==> config.mk <==
export PLATFORM = sky130hd
export DESIGN_NAME = shift_register_n
export DESIGN_NICKNAME = d
export VERILOG_FILES = /design/src/rtl/shift_register_n.sv
export SDC_FILE = /design/constraint.sdc
export NUM_CORES = 1
export LEC_CHECK = 0
export CAP_MARGIN = 20
export CORE_MARGIN = 3
export CORE_UTILIZATION = 25
export CTS_BUF_LIST = sky130_fd_sc_hd__clkbuf_2
export CTS_CLUSTER_DIAMETER = 100
export CTS_CLUSTER_SIZE = 8
export DETAILED_ROUTE_END_ITERATION = 16
export PLACE_DENSITY = 0.64
export SYNTH_ARGS = -nofsm -noshare
export SYNTH_HDL_FRONTEND = slang
export SYNTH_SLANG_ARGS = --single-unit
==> constraint.sdc <==
create_clock -name cp1 -period 1.41 [get_ports cp1]
set_clock_uncertainty 0.1 [all_clocks]
set_input_delay 0.282 -clock cp1 [delete_from_list [all_inputs] [get_ports cp1]]
set_output_delay 0.282 -clock cp1 [all_outputs]
set_load 0.05 [all_outputs]
==> src/rtl/shift_register_n.sv <==
// N-bit universal shift register with parallel load, clock inhibit and a
// word-completion tracker (shift counter, busy flag and done pulse).
module shift_register_n #(
    parameter int WIDTH = 8,
    parameter int CW    = $clog2(WIDTH + 1)
) (
    input  logic             cp1,
    input  logic             rst,
    input  logic             cp2,
    input  logic             pl,
    input  logic [WIDTH-1:0] p,
    input  logic             ds,
    input  logic             ds_r,
    input  logic [1:0]       mode,
    output logic [WIDTH-1:0] q,
    output logic             saida,
    output logic             QB,
    output logic             saida_r,
    output logic [CW-1:0]    cnt,
    output logic             busy,
    output logic             done
);

    typedef enum logic {
        IDLE   = 1'b0,
        ACTIVE = 1'b1
    } state_t;

    state_t           state;
    state_t           state_next;
    logic [WIDTH-1:0] q_next;
    logic [CW-1:0]    cnt_next;
    logic             done_next;

    always_ff @(posedge cp1) begin
        if (rst) begin
            q     <= '0;
            cnt   <= '0;
            state <= IDLE;
            done  <= 1'b0;
        end else begin
            q     <= q_next;
            cnt   <= cnt_next;
            state <= state_next;
            done  <= done_next;
        end
    end

    // Load beats inhibit beats mode; the counter only advances while a word is active.
    always_comb begin
        q_next     = q;
        cnt_next   = cnt;
        state_next = state;
        done_next  = 1'b0;
        if (!pl) begin
            q_next     = p;
            cnt_next   = '0;
            state_next = ACTIVE;
        end else if (!cp2) begin
            unique case (mode)
                2'b00: q_next = q;
                2'b01: q_next = {q[WIDTH-2:0], ds};
                2'b10: q_next = {ds_r, q[WIDTH-1:1]};
                2'b11: q_next = {q[WIDTH-2:0], q[WIDTH-1]};
            endcase
            if (mode != 2'b00 && state == ACTIVE) begin
                cnt_next = cnt + CW'(1);
                if (cnt_next == CW'(WIDTH)) begin
                    state_next = IDLE;
                    done_next  = 1'b1;
                end
            end
        end
    end

    assign busy    = (state == ACTIVE);
    assign saida   = q[WIDTH-1];
    assign QB      = ~q[WIDTH-1];
    assign saida_r = q[0];

endmodule

* After elaboration in Yosys (flattened, before gate mapping)
Index checks and enable logic that the tools add are counted.
Operators by class: $add $sub $neg 1, $mul 0, div/mod/pow operators 0, order comparisons 0, equal/unequal tests 8, shift operators 0, muxes and demuxes 8, bitwise gates (word level) 4, reduce and logical (&&, ||, !) cells 8
Operator list (count):
- $pmux W8 S3 | 1
- $mux W8 | 2
- $mux W1 | 5
- $add A4 B1 Y4 const B | 1
- $eq A2 B2 Y1 const B | 2
- $eq A4 B4 Y1 const B | 1
- $ne A2 B1 Y1 const B | 2
- $ne A2 B2 Y1 const B | 2
- $not A1 Y1 | 4
- $reduce_and A2 Y1 | 2
- $reduce_or A4 Y1 | 1
- $reduce_and A3 Y1 | 1
- $eq A2 B1 Y1 const B | 1
- $logic_not A2 Y1 | 1
- $reduce_bool A2 Y1 | 1
- $reduce_or A2 Y1 | 1
- $logic_and A1 B1 Y1 | 1
Storage, ports and cells: register bits after elaboration 14, bits in latches 0, RAM bits 0, memory bits (read-only) 0, bits of input ports 16, logic and storage cells 33, memories 0

* Longest topological paths before layout
Gate-level depths: netlist (run 1).
depth after elaboration 6, mapped depth 5, mapped depth without buffers 3

* Least setup slack after synthesis (run 1)
OpenSTA, ideal clock, no wires.
kind register to register, start point reg state, in the netlist busy, end point reg cnt[3], library setup time 70 ps, data arrival time 1471 ps, data required time 1240 ps, setup slack -231 ps, cell stages (with the launch flop) 4, cell sequence dfxtp_1 -> inv_1 -> or4_1 -> a21oi_1
On the way: longest elaborated chain between the ends 2
RTL lines:
- start: declaration | RTL line 29 | state_t state;
- start signal: assignment | RTL line 44 | state <= state_next;
- $logic_and A1 B1 Y1 | RTL line 66 | if (mode != 2'b00 && state == ACTIVE) begin
- $reduce_and A2 Y1 (no source line)
- end signal: assignment | RTL line 43 | cnt <= cnt_next;
- end: declaration | RTL line 19 | output logic [CW-1:0] cnt,
Every way passes these cells. A chain may end at the register's enable or synchronous reset.

* Final worst setup path (run 1)
start point in cp2, end point reg cnt[0]
On the way: longest elaborated chain between the ends 2
RTL lines:
- start: declaration | RTL line 9 | input logic cp2,
- $not A1 Y1 (no source line)
- $reduce_and A2 Y1 (no source line)
Every way passes these cells.

==> impl_metrics.env, run 1 <==
export IMPL_status="complete, no violations"
export IMPL_ys_ff_latch=14
export IMPL_synth_edff_count=0
export IMPL_cts_sinks=14
export IMPL_yosysTopAreaCell="dfxtp_1"
export IMPL_num_vias=763
export IMPL_maxCapViolCount=0
export IMPL_syn_to_final_growth_pct=78.5
export IMPL_setup_tns_ps=0
export IMPL_drc=0
export IMPL_cts_resized=0
export IMPL_synth_top_area_share_pct=37.0
export IMPL_track_usage_pct=11.8
export IMPL_initial_core_util_pct=26.8
export IMPL_cts_max_level=1
export IMPL_relSlewSlack_pct=82.4
export IMPL_final_cell_mix="buf_12, clkdlybuf4s50_1, a21oi_1"
export IMPL_post_cts_buffers=0
export IMPL_place_hpwl_mm=1.66
export IMPL_die_area_mm2=0.00373
export IMPL_fillers=255
export IMPL_ys_flop_type="dfxtp_1"
export IMPL_antenna_found_initial=0
export IMPL_insertion_delay_ps=280
export IMPL_cts_root_buf="clkbuf_2"
export IMPL_multi_input_area_um2=427
export IMPL_grt_ovfl_total=0
export IMPL_crit_required_ps=1530
export IMPL_avgSynthCellArea_um2=9.14
export IMPL_synthesis_nets=100
export IMPL_syn_area_um2=758
export IMPL_num_antenna_cells=0
export IMPL_yosysUniqueCellTypes=28
export IMPL_hold_ws_ps=379
export IMPL_grt_max_degree=17
export IMPL_hold_start="mode[0]"
export IMPL_hold_path_depth=4
export IMPL_startpoint_type="input port"
export IMPL_row_count=19
export IMPL_gp_congestion=0.850
export IMPL_fin_nets=140
export IMPL_worstSetupPathType="input port to flop"
export IMPL_cts_tree="built"
export IMPL_yosysWarnings=0
export IMPL_ir_drop_v=0.000282
export IMPL_cts_hold_buffers=0
export IMPL_setup_worst_path_end_class="flop"
export IMPL_ys_seq_area_share_pct=37.0
export IMPL_rr_endpoint="cnt[2]"
export IMPL_total_power_mw=0.989
export IMPL_r2r_slack_ps=140
export IMPL_drt_total_wl_mm=2.11
export IMPL_clockBufferDepth=2
export IMPL_die_w_um=61.1
export IMPL_hold_class="input port to flop"
export IMPL_viasPerCell=4.99
export IMPL_report_final_slew_viol_count=0
export IMPL_firstDrtPassIters=4
export IMPL_hold_violations=0
export IMPL_grt_pass1_wl_mm=3.24
export IMPL_syn_inst=83
export IMPL_core_mm2=0.00283
export IMPL_power_density_mw_per_mm2=731
export IMPL_final_common_cell="buf_12"
export IMPL_rr_startpoint="cnt[0]"
export IMPL_rr_worst_depth=3
export IMPL_cp_max_fo=4
export IMPL_worstHoldEndpoint="cnt[3]"
export IMPL_io_buffers=32
export IMPL_drt_initial_drc_count=20
export IMPL_post_route_period_util_pct=99.6
export IMPL_synth_top_cells_by_area="dfxtp_1, mux2i_1, and3b_1"
export IMPL_synthArstFlopShare_pct=0
export IMPL_tightest_slew_ps=265
export IMPL_arrival_ps=1530
export IMPL_numCtsBuffers=3
export IMPL_grt_pass1_vias=711
export IMPL_setup_viol=0
export IMPL_die_h_um=61.1
export IMPL_p_leak_nw=0.573
export IMPL_drive_gt1_share_pct=31.1
export IMPL_clock_fmax_ghz=0.712
export IMPL_ioPinCount=33
export IMPL_wire_per_inst_um=13.8
export IMPL_final_seq_area_um2=287
export IMPL_finalCriticalPeriod_ps=1400
export IMPL_rsz0062_at_grt="false"
export IMPL_clk_pin_slew_ps=150
export IMPL_ant_nets=0
==> kinds of logic (layout without fill, tap and decap cells) <==
group / Yosys count / in the layout / synth area share, %
and+or+nand+nor: 19 / 19 / 17.0
DFF: 14 / 14 / 37.0
adders and majority gates: 1 / 1 / 1.65
xor gates and xnor gates: 1 / 1 / 1.16
muxes: 10 / 10 / 13.4
buffers and inverters: 10 / 49 / 7.10
AOI/OAI and AO/OA: 28 / 28 / 22.8
==> cell usage after synthesis (2+ instances only) <==
| cell | count |
|---|---|
| mux2i_1 | 9 |
| a21oi_1 | 12 |
| nor2_1 | 2 |
| inv_1 | 3 |
| o22ai_1 | 7 |
| buf_4 | 3 |
| o21ai_0 | 2 |
| nand3_1 | 3 |
| buf_2 | 4 |
| and3b_1 | 7 |
| dfxtp_1 | 14 |
==> sequential cells by signal (all words and copies together) (netlist names) <==
name  count
busy      1
done      1
q         8
cnt       4
==> how the worst max path moves through the flow <==
stage | slack (ps) | start | end
after global placement | -260 | mode[0] | cnt[2]
after CTS | 20 | cp2 | cnt[0]
after detailed placement | -300 | cp2 | cnt[0]
final | 5 | cp2 | cnt[0]
after global routing | 2 | cp2 | cnt[0]
after floorplan | -80 | cnt[2] | cnt[3]
==> worst max-delay path: stages <==
cell and delay, ps:
clkdlybuf4s50_1 440, o21bai_2 210, buf_4 150, or3_1 320
a21oi_1 130
==> report_power, final <==
group          total [mW]  switching (mW)  internal (mW)
clock               0.196           0.134         0.0616
sequential          0.447          0.0310          0.416
combinational       0.347           0.163          0.183
==> metal layers <==
metal,up-vias,part of all wire (%),GRT usage [%]
li1,384,-,-
met4,0,1.0,6.50
met1,351,45,14.9
met2,26,48,18.3
met5,-,0,0
met3,2,6.4,3.14
==> stage by stage <==
stage,instances,util [%],cell area [µm²],setup WS (ps)
floorplan,83,-,763,-75.9
CTS,153,47.5,1340,21.2
finish,153,47.9,1350,5.10
global route,153,47.9,1350,2.12
global placement,149,46.8,1330,-265
detailed placement,149,46.8,1330,-297
==> area by class of cell <==
cell class                      instances  share of cell area [%]
Clock buffer                            3                    1.11
Tap cell                               31                    2.87
Timing Repair Buffer                   42                    42.2
Multi-Input combinational cell         59                    31.5
Sequential cell                        14                    21.2
Clock inverter                          1                   0.277
Inverter                                3                   0.832
(Power assumes the default switching activity.)
==> run 2: changes to the inputs <==
--- a/config.mk
+++ b/config.mk
@@ -7,12 +7,11 @@
 export LEC_CHECK = 0
 export CAP_MARGIN = 20
 export CORE_MARGIN = 3
-export CORE_UTILIZATION = 25
+export CORE_UTILIZATION = 29
 export CTS_BUF_LIST = sky130_fd_sc_hd__clkbuf_2
 export CTS_CLUSTER_DIAMETER = 100
 export CTS_CLUSTER_SIZE = 8
 export DETAILED_ROUTE_END_ITERATION = 16
-export PLACE_DENSITY = 0.64
 export SYNTH_ARGS = -nofsm -noshare
 export SYNTH_HDL_FRONTEND = slang
 export SYNTH_SLANG_ARGS = --single-unit
==> impl_metrics.env, run 2 (synthesis gave the netlist of run 1 again) <==
export IMPL_die_h_um=57.1
export IMPL_io_buffers=32
export IMPL_setup_viol=0
export IMPL_startpoint_type="input port"
export IMPL_drc=0
export IMPL_cpPeakStageDelay_ps=520
export IMPL_crit_slowest_cell="clkdlybuf4s50_1"
export IMPL_maxCapViolCount=0
export IMPL_cts_sinks=14
export IMPL_fin_nets=142
export IMPL_grt_pass1_wl_mm=3.31
export IMPL_ant_nets=0
export IMPL_final_common_cell="buf_12"
export IMPL_place_hpwl_mm=1.57
export IMPL_die_area_mm2=0.00326
export IMPL_ioPinCount=33
export IMPL_crit_family="buffers and inverters"
export IMPL_fillers=221
export IMPL_arrival_ps=1520
export IMPL_hold_class="flop to flop"
export IMPL_firstDrtPassIters=4
export IMPL_row_count=17
export IMPL_dp_slack_ps=-307
export IMPL_path_cells="clkdlybuf4s50_1 > o21bai_2 > or4_1 > a21oi_1"
export IMPL_multi_input_area_um2=427
export IMPL_drt_initial_drc_count=17
export IMPL_finalNonFillerCells=151
export IMPL_relSlewSlack_pct=79.9
export IMPL_grt_ovfl_total=0
export IMPL_antenna_found_initial=0
export IMPL_gp_congestion=0.805
export IMPL_clockBufferDepth=2
export IMPL_grt_pass1_vias=711
export IMPL_status="complete, no violations"
export IMPL_numCtsBuffers=3
export IMPL_core_mm2=0.00234
export IMPL_track_usage_pct=12.9
export IMPL_crit_required_ps=1530
export IMPL_cts_hold_buffers=0
export IMPL_initial_core_util_pct=32.4
export IMPL_final_seq_area_um2=288
export IMPL_worstSetupPathType="input port to flop"
export IMPL_post_route_period_util_pct=99.1
export IMPL_setup_worst_path_end_class="flop"
export IMPL_top_register="q"
export IMPL_insertion_delay_ps=280
export IMPL_viasPerCell=5.00
export IMPL_utilization_pct=57.9
export IMPL_syn_to_final_growth_pct=78.5
export IMPL_dp_cells=148
export IMPL_die_w_um=57.1
export IMPL_clk_pin_slew_ps=130
export IMPL_largest_reg_flops=8
export IMPL_num_vias=755
export IMPL_drive_gt1_share_pct=31.7
export IMPL_grt_max_degree=12
export IMPL_drt_total_wl_mm=1.99
export IMPL_cts_root_buf="clkbuf_2"
export IMPL_path_buf_inv=1
export IMPL_r2r_slack_ps=150
export IMPL_layout_setup_ws_ps=13.2
export IMPL_final_cell_mix="buf_12, clkdlybuf4s50_1, a21oi_1, buf_4, dfxtp_1"
export IMPL_tightest_slew_ps=299
export IMPL_ir_drop_v=0.000553
export IMPL_power_density_mw_per_mm2=723
export IMPL_cts_tree="built"
export IMPL_finalCriticalPeriod_ps=1400
export IMPL_num_antenna_cells=0
export IMPL_rsz0062_at_grt="false"
export IMPL_cts_max_level=1
export IMPL_report_final_slew_viol_count=0
export IMPL_reg_top3="q (8), cnt (4)"
export IMPL_hold_violations=0
export IMPL_p_leak_nw=0.574
export IMPL_hold_ws_ps=443
export IMPL_cp_max_fo=3
export IMPL_clock_fmax_ghz=0.716
export IMPL_wire_per_inst_um=13.2
[run 2: cell types whose count changed in the layout (fill, tap and decap cells not counted)]
cell	before	now
clkdlybuf4s50_1	14	13
dfxtp_2	5	3
dlymetal6s2s_1	1	0
buf_4	9	12
buf_6	1	0
dfxtp_1	9	10
dfxtp_4	0	1
dlygate4sd2_1	0	2
clkinv_1	1	0
[run 2: repair_timing]
action	CTS	global route
hold endpoints to repair	0	0
endpoints found under the setup margin	1	2
setup buffers	0	0
cloned	0	0
resized for setup	2	2
[run 2: metal layers]
metal  GRT usage [%]  share of wire (%)
met1            17.2                 46
met2            20.1                 49
met3            4.30                4.7
met4            2.98                  0
met5               0                  0
[run 2: worst paths after layout]
check / depth (start not counted) / from / endpoint
min: 2 / cnt[0] / cnt[0]
max: 4 / mode[1] / cnt[3]
max reg2reg: 3 / busy / cnt[3]
min reg2reg: 2 / cnt[0] / cnt[0]
[run 2: stage by stage]
| stage | area, µm² | setup TNS, ps | total power [mW] |
|---|---|---|---|
| after global placement | 1340 | -3310 | 0.803 |
| final | 1350 | 0 | 0.979 |
| after floorplan | 763 | -75.9 | 0.615 |
| after CTS | 1350 | 0 | 0.990 |
| after detailed placement | 1340 | -3450 | 0.804 |
| after global routing | 1350 | 0 | 1.03 |
[run 2: power by group]
part	switching [mW]	internal, mW	total (mW)
Clock	0.128	0.0580	0.186
Combinational	0.162	0.184	0.346
Sequential	0.0313	0.415	0.446
[run 2: worst min-delay path, delay by kind of cell, from the launching register on]
family          cells  cell delay (ps)
flops               1              380
compound gates      2              140
[run 2: cell type report]
type,instances,share of cell area (%)
Clock buffer,3,1.11
Inverter,3,0.832
Multi-Input combinational cell,59,31.5
Sequential cell,14,21.3
Tap cell,28,2.59
Timing Repair Buffer,44,42.7
==> RTL change, RTL diff (flow settings as in run 2) <==
Set the parameter `WIDTH` to 16 (it was 8).
--- a/src/rtl/shift_register_n.sv
+++ b/src/rtl/shift_register_n.sv
@@ -3,3 +3,3 @@
 module shift_register_n #(
-    parameter int WIDTH = 8,
+    parameter int WIDTH = 16,
     parameter int CW    = $clog2(WIDTH + 1)
Interface: changed (resized cnt, p and q); port bits go from 33 to 50. No check against the original RTL was run, so the function may have changed too.
==> RTL change against run 2 <==
- the run now ends with negative setup slack left
- area after synthesis rose by 74%
- sequential cell count increased by 9
- final area rose by 71%
- clock power rose by 48%
- worst setup slack got worse by 0.028 ns
- wire length grew 87%
- critical endpoint is now busy
- total power up 61%
==> RTL change: results (changes against run 2) <==
[critical_path]
crit_arrival_ns = 1.57  ; +0.05 ns
slowest_stage = dfxtp_4
crit_fanout = 5  ; +2
critPathLaunch = cnt[1]
max_stage_delay_ns = 0.42  ; -0.10 ns
worstSetupPathType = flop to flop
rr_worst_depth = 5  ; +2
rr_endpoint = busy

[logic_synthesis]
yosys-top-cells-count = dfxtp_1, nand2_1, nor2_1
ys_seq_area_frac = 0.349  ; -0.0205
syn_inst = 152  ; +83%
async_flop_share = 0  ; unchanged
yosys-top-cells-area = dfxtp_1, a221oi_2, nand3b_1, a21oi_1, nand2_1
syn_nets = 178  ; +78%
synth_warnings = 0  ; unchanged
yosys.cell_types.count = 32  ; +14%

[timing]
setup_ws_ns = -0.0150  ; -0.0282 ns
finalSetupTns_ns = -0.0150  ; -0.0150 ns
tightest_slew_ns = 0.293  ; -0.00643 ns
setup_viol = 1  ; +1

[clock_tree]
cts_max_level = 1  ; unchanged
root_buffer = clkbuf_2
cts_max_path_buffers = 2  ; unchanged
cts_buffers = 3  ; unchanged
clk_latency_ns = 0.33  ; +0.05 ns
cts.clk_slew.worst_paths_ns = 0.21  ; +0.08 ns

[placed_design]
post_dp_cell_area_um2 = 2220  ; +66%
hpwl_mm = 2.84  ; +80%
place_inst = 253  ; +71%
place_congestion = 0.812  ; +0.87%
dp_slack_ns = -0.410  ; -0.103 ns
io_buffers = 49  ; +53%

[min_path]
worstHoldPathType = flop to flop

[route]
drt-initial-drc-count = 121  ; +104
viasPerCell = 5.20  ; +4.0%
drt_pass1_iterations = 4  ; unchanged
wl_mm = 3.72  ; +87%

[global_route]
antenna_found_initial = 0  ; unchanged
grt_max_degree = 32  ; +20
grt_pass1_wl_mm = 6.09  ; +84%
grt_usage = 0.143  ; +0.0139
grt_pass1_vias = 1253  ; +76%

[pwr]
ir_worst_vdd_mv = 0.304  ; -45%
p_leak_nw = 0.849  ; +48%
finalPower_w = 0.00158  ; +61%
switching_share = 0.333  ; +0.00455

[cells_and_area]
reg_top3 = q (16), cnt (5)
fin_cells = 258  ; +71%
diodes = 0  ; unchanged
final_nets = 235  ; +65%
largest-register = q
layout-drive-gt1-share = 0.423  ; +0.106

[outcome]
violations = negative setup slack
outcome = complete, but fails checks

==> RTL change: layer usage <==
layer,part of all wire,up-vias,global-route usage
li1,-,658,-
met1,0.46,641,0.198
met2,0.48,41,0.233
met3,0.055,2,0.0137
met4,0.0091,0,0.0423
met5,0,-,0
==> RTL change: power by group through the flow <==
stage,clock network (W),logic [W],registers [W]
2_1_floorplan,0,0.000182,0.000830
3_3_place_gp,0,0.000554,0.000745
3_5_place_dp,0,0.000560,0.000746
4_1_cts,0.000289,0.000565,0.000734
5_1_grt,0.000315,0.000596,0.000744
6_report,0.000276,0.000568,0.000737
==> RTL change: cell families after synthesis <==
family,after synthesis,share of synthesized area
mux,1,0.00759
simple gates,66,0.261
flops,23,0.349
xor+xnor,6,0.0398
buf+inv,16,0.0749
compound gates,38,0.249
fa+ha+maj,2,0.0190
==> RTL change: worst max-delay path: cells and delay by family (launching register included) <==
family	cells	cell delay (ns)
AO/OA/AOI/OAI	1	0.31
adder cells (fa/ha/maj)	1	0.16
XOR/XNOR	1	0.16
AND/OR/NAND/NOR	2	0.20
flip-flops	1	0.42
==> RTL change: how the worst min path moves through the flow <==
stage               from  endpoint  slack [ns]  cells past startpoint
floorplan             pl      q[0]        0.29                      1
global placement    busy      done        0.37                      2
detailed placement  busy      done        0.39                      2
CTS                 busy      done        0.42                      2
global route        p[2]      q[2]        0.44                      3
finish              busy      done        0.42                      2
==> RTL change: cell type report <==
class / count / area [um2]
inverter: 3 / 13.8
clock buffer: 4 / 20.0
multi-input combinational: 113 / 805
tap: 50 / 62.6
fill: 361 / 1890
timing repair buffer: 65 / 918
sequential: 23 / 497
==> RTL change: what timing repair did <==
action                     CTS  global route
buffers inserted             0             1
pin swaps                    3             1
hold buffers                 0             0
setup endpoints to repair   16            27
resized for setup            9            20
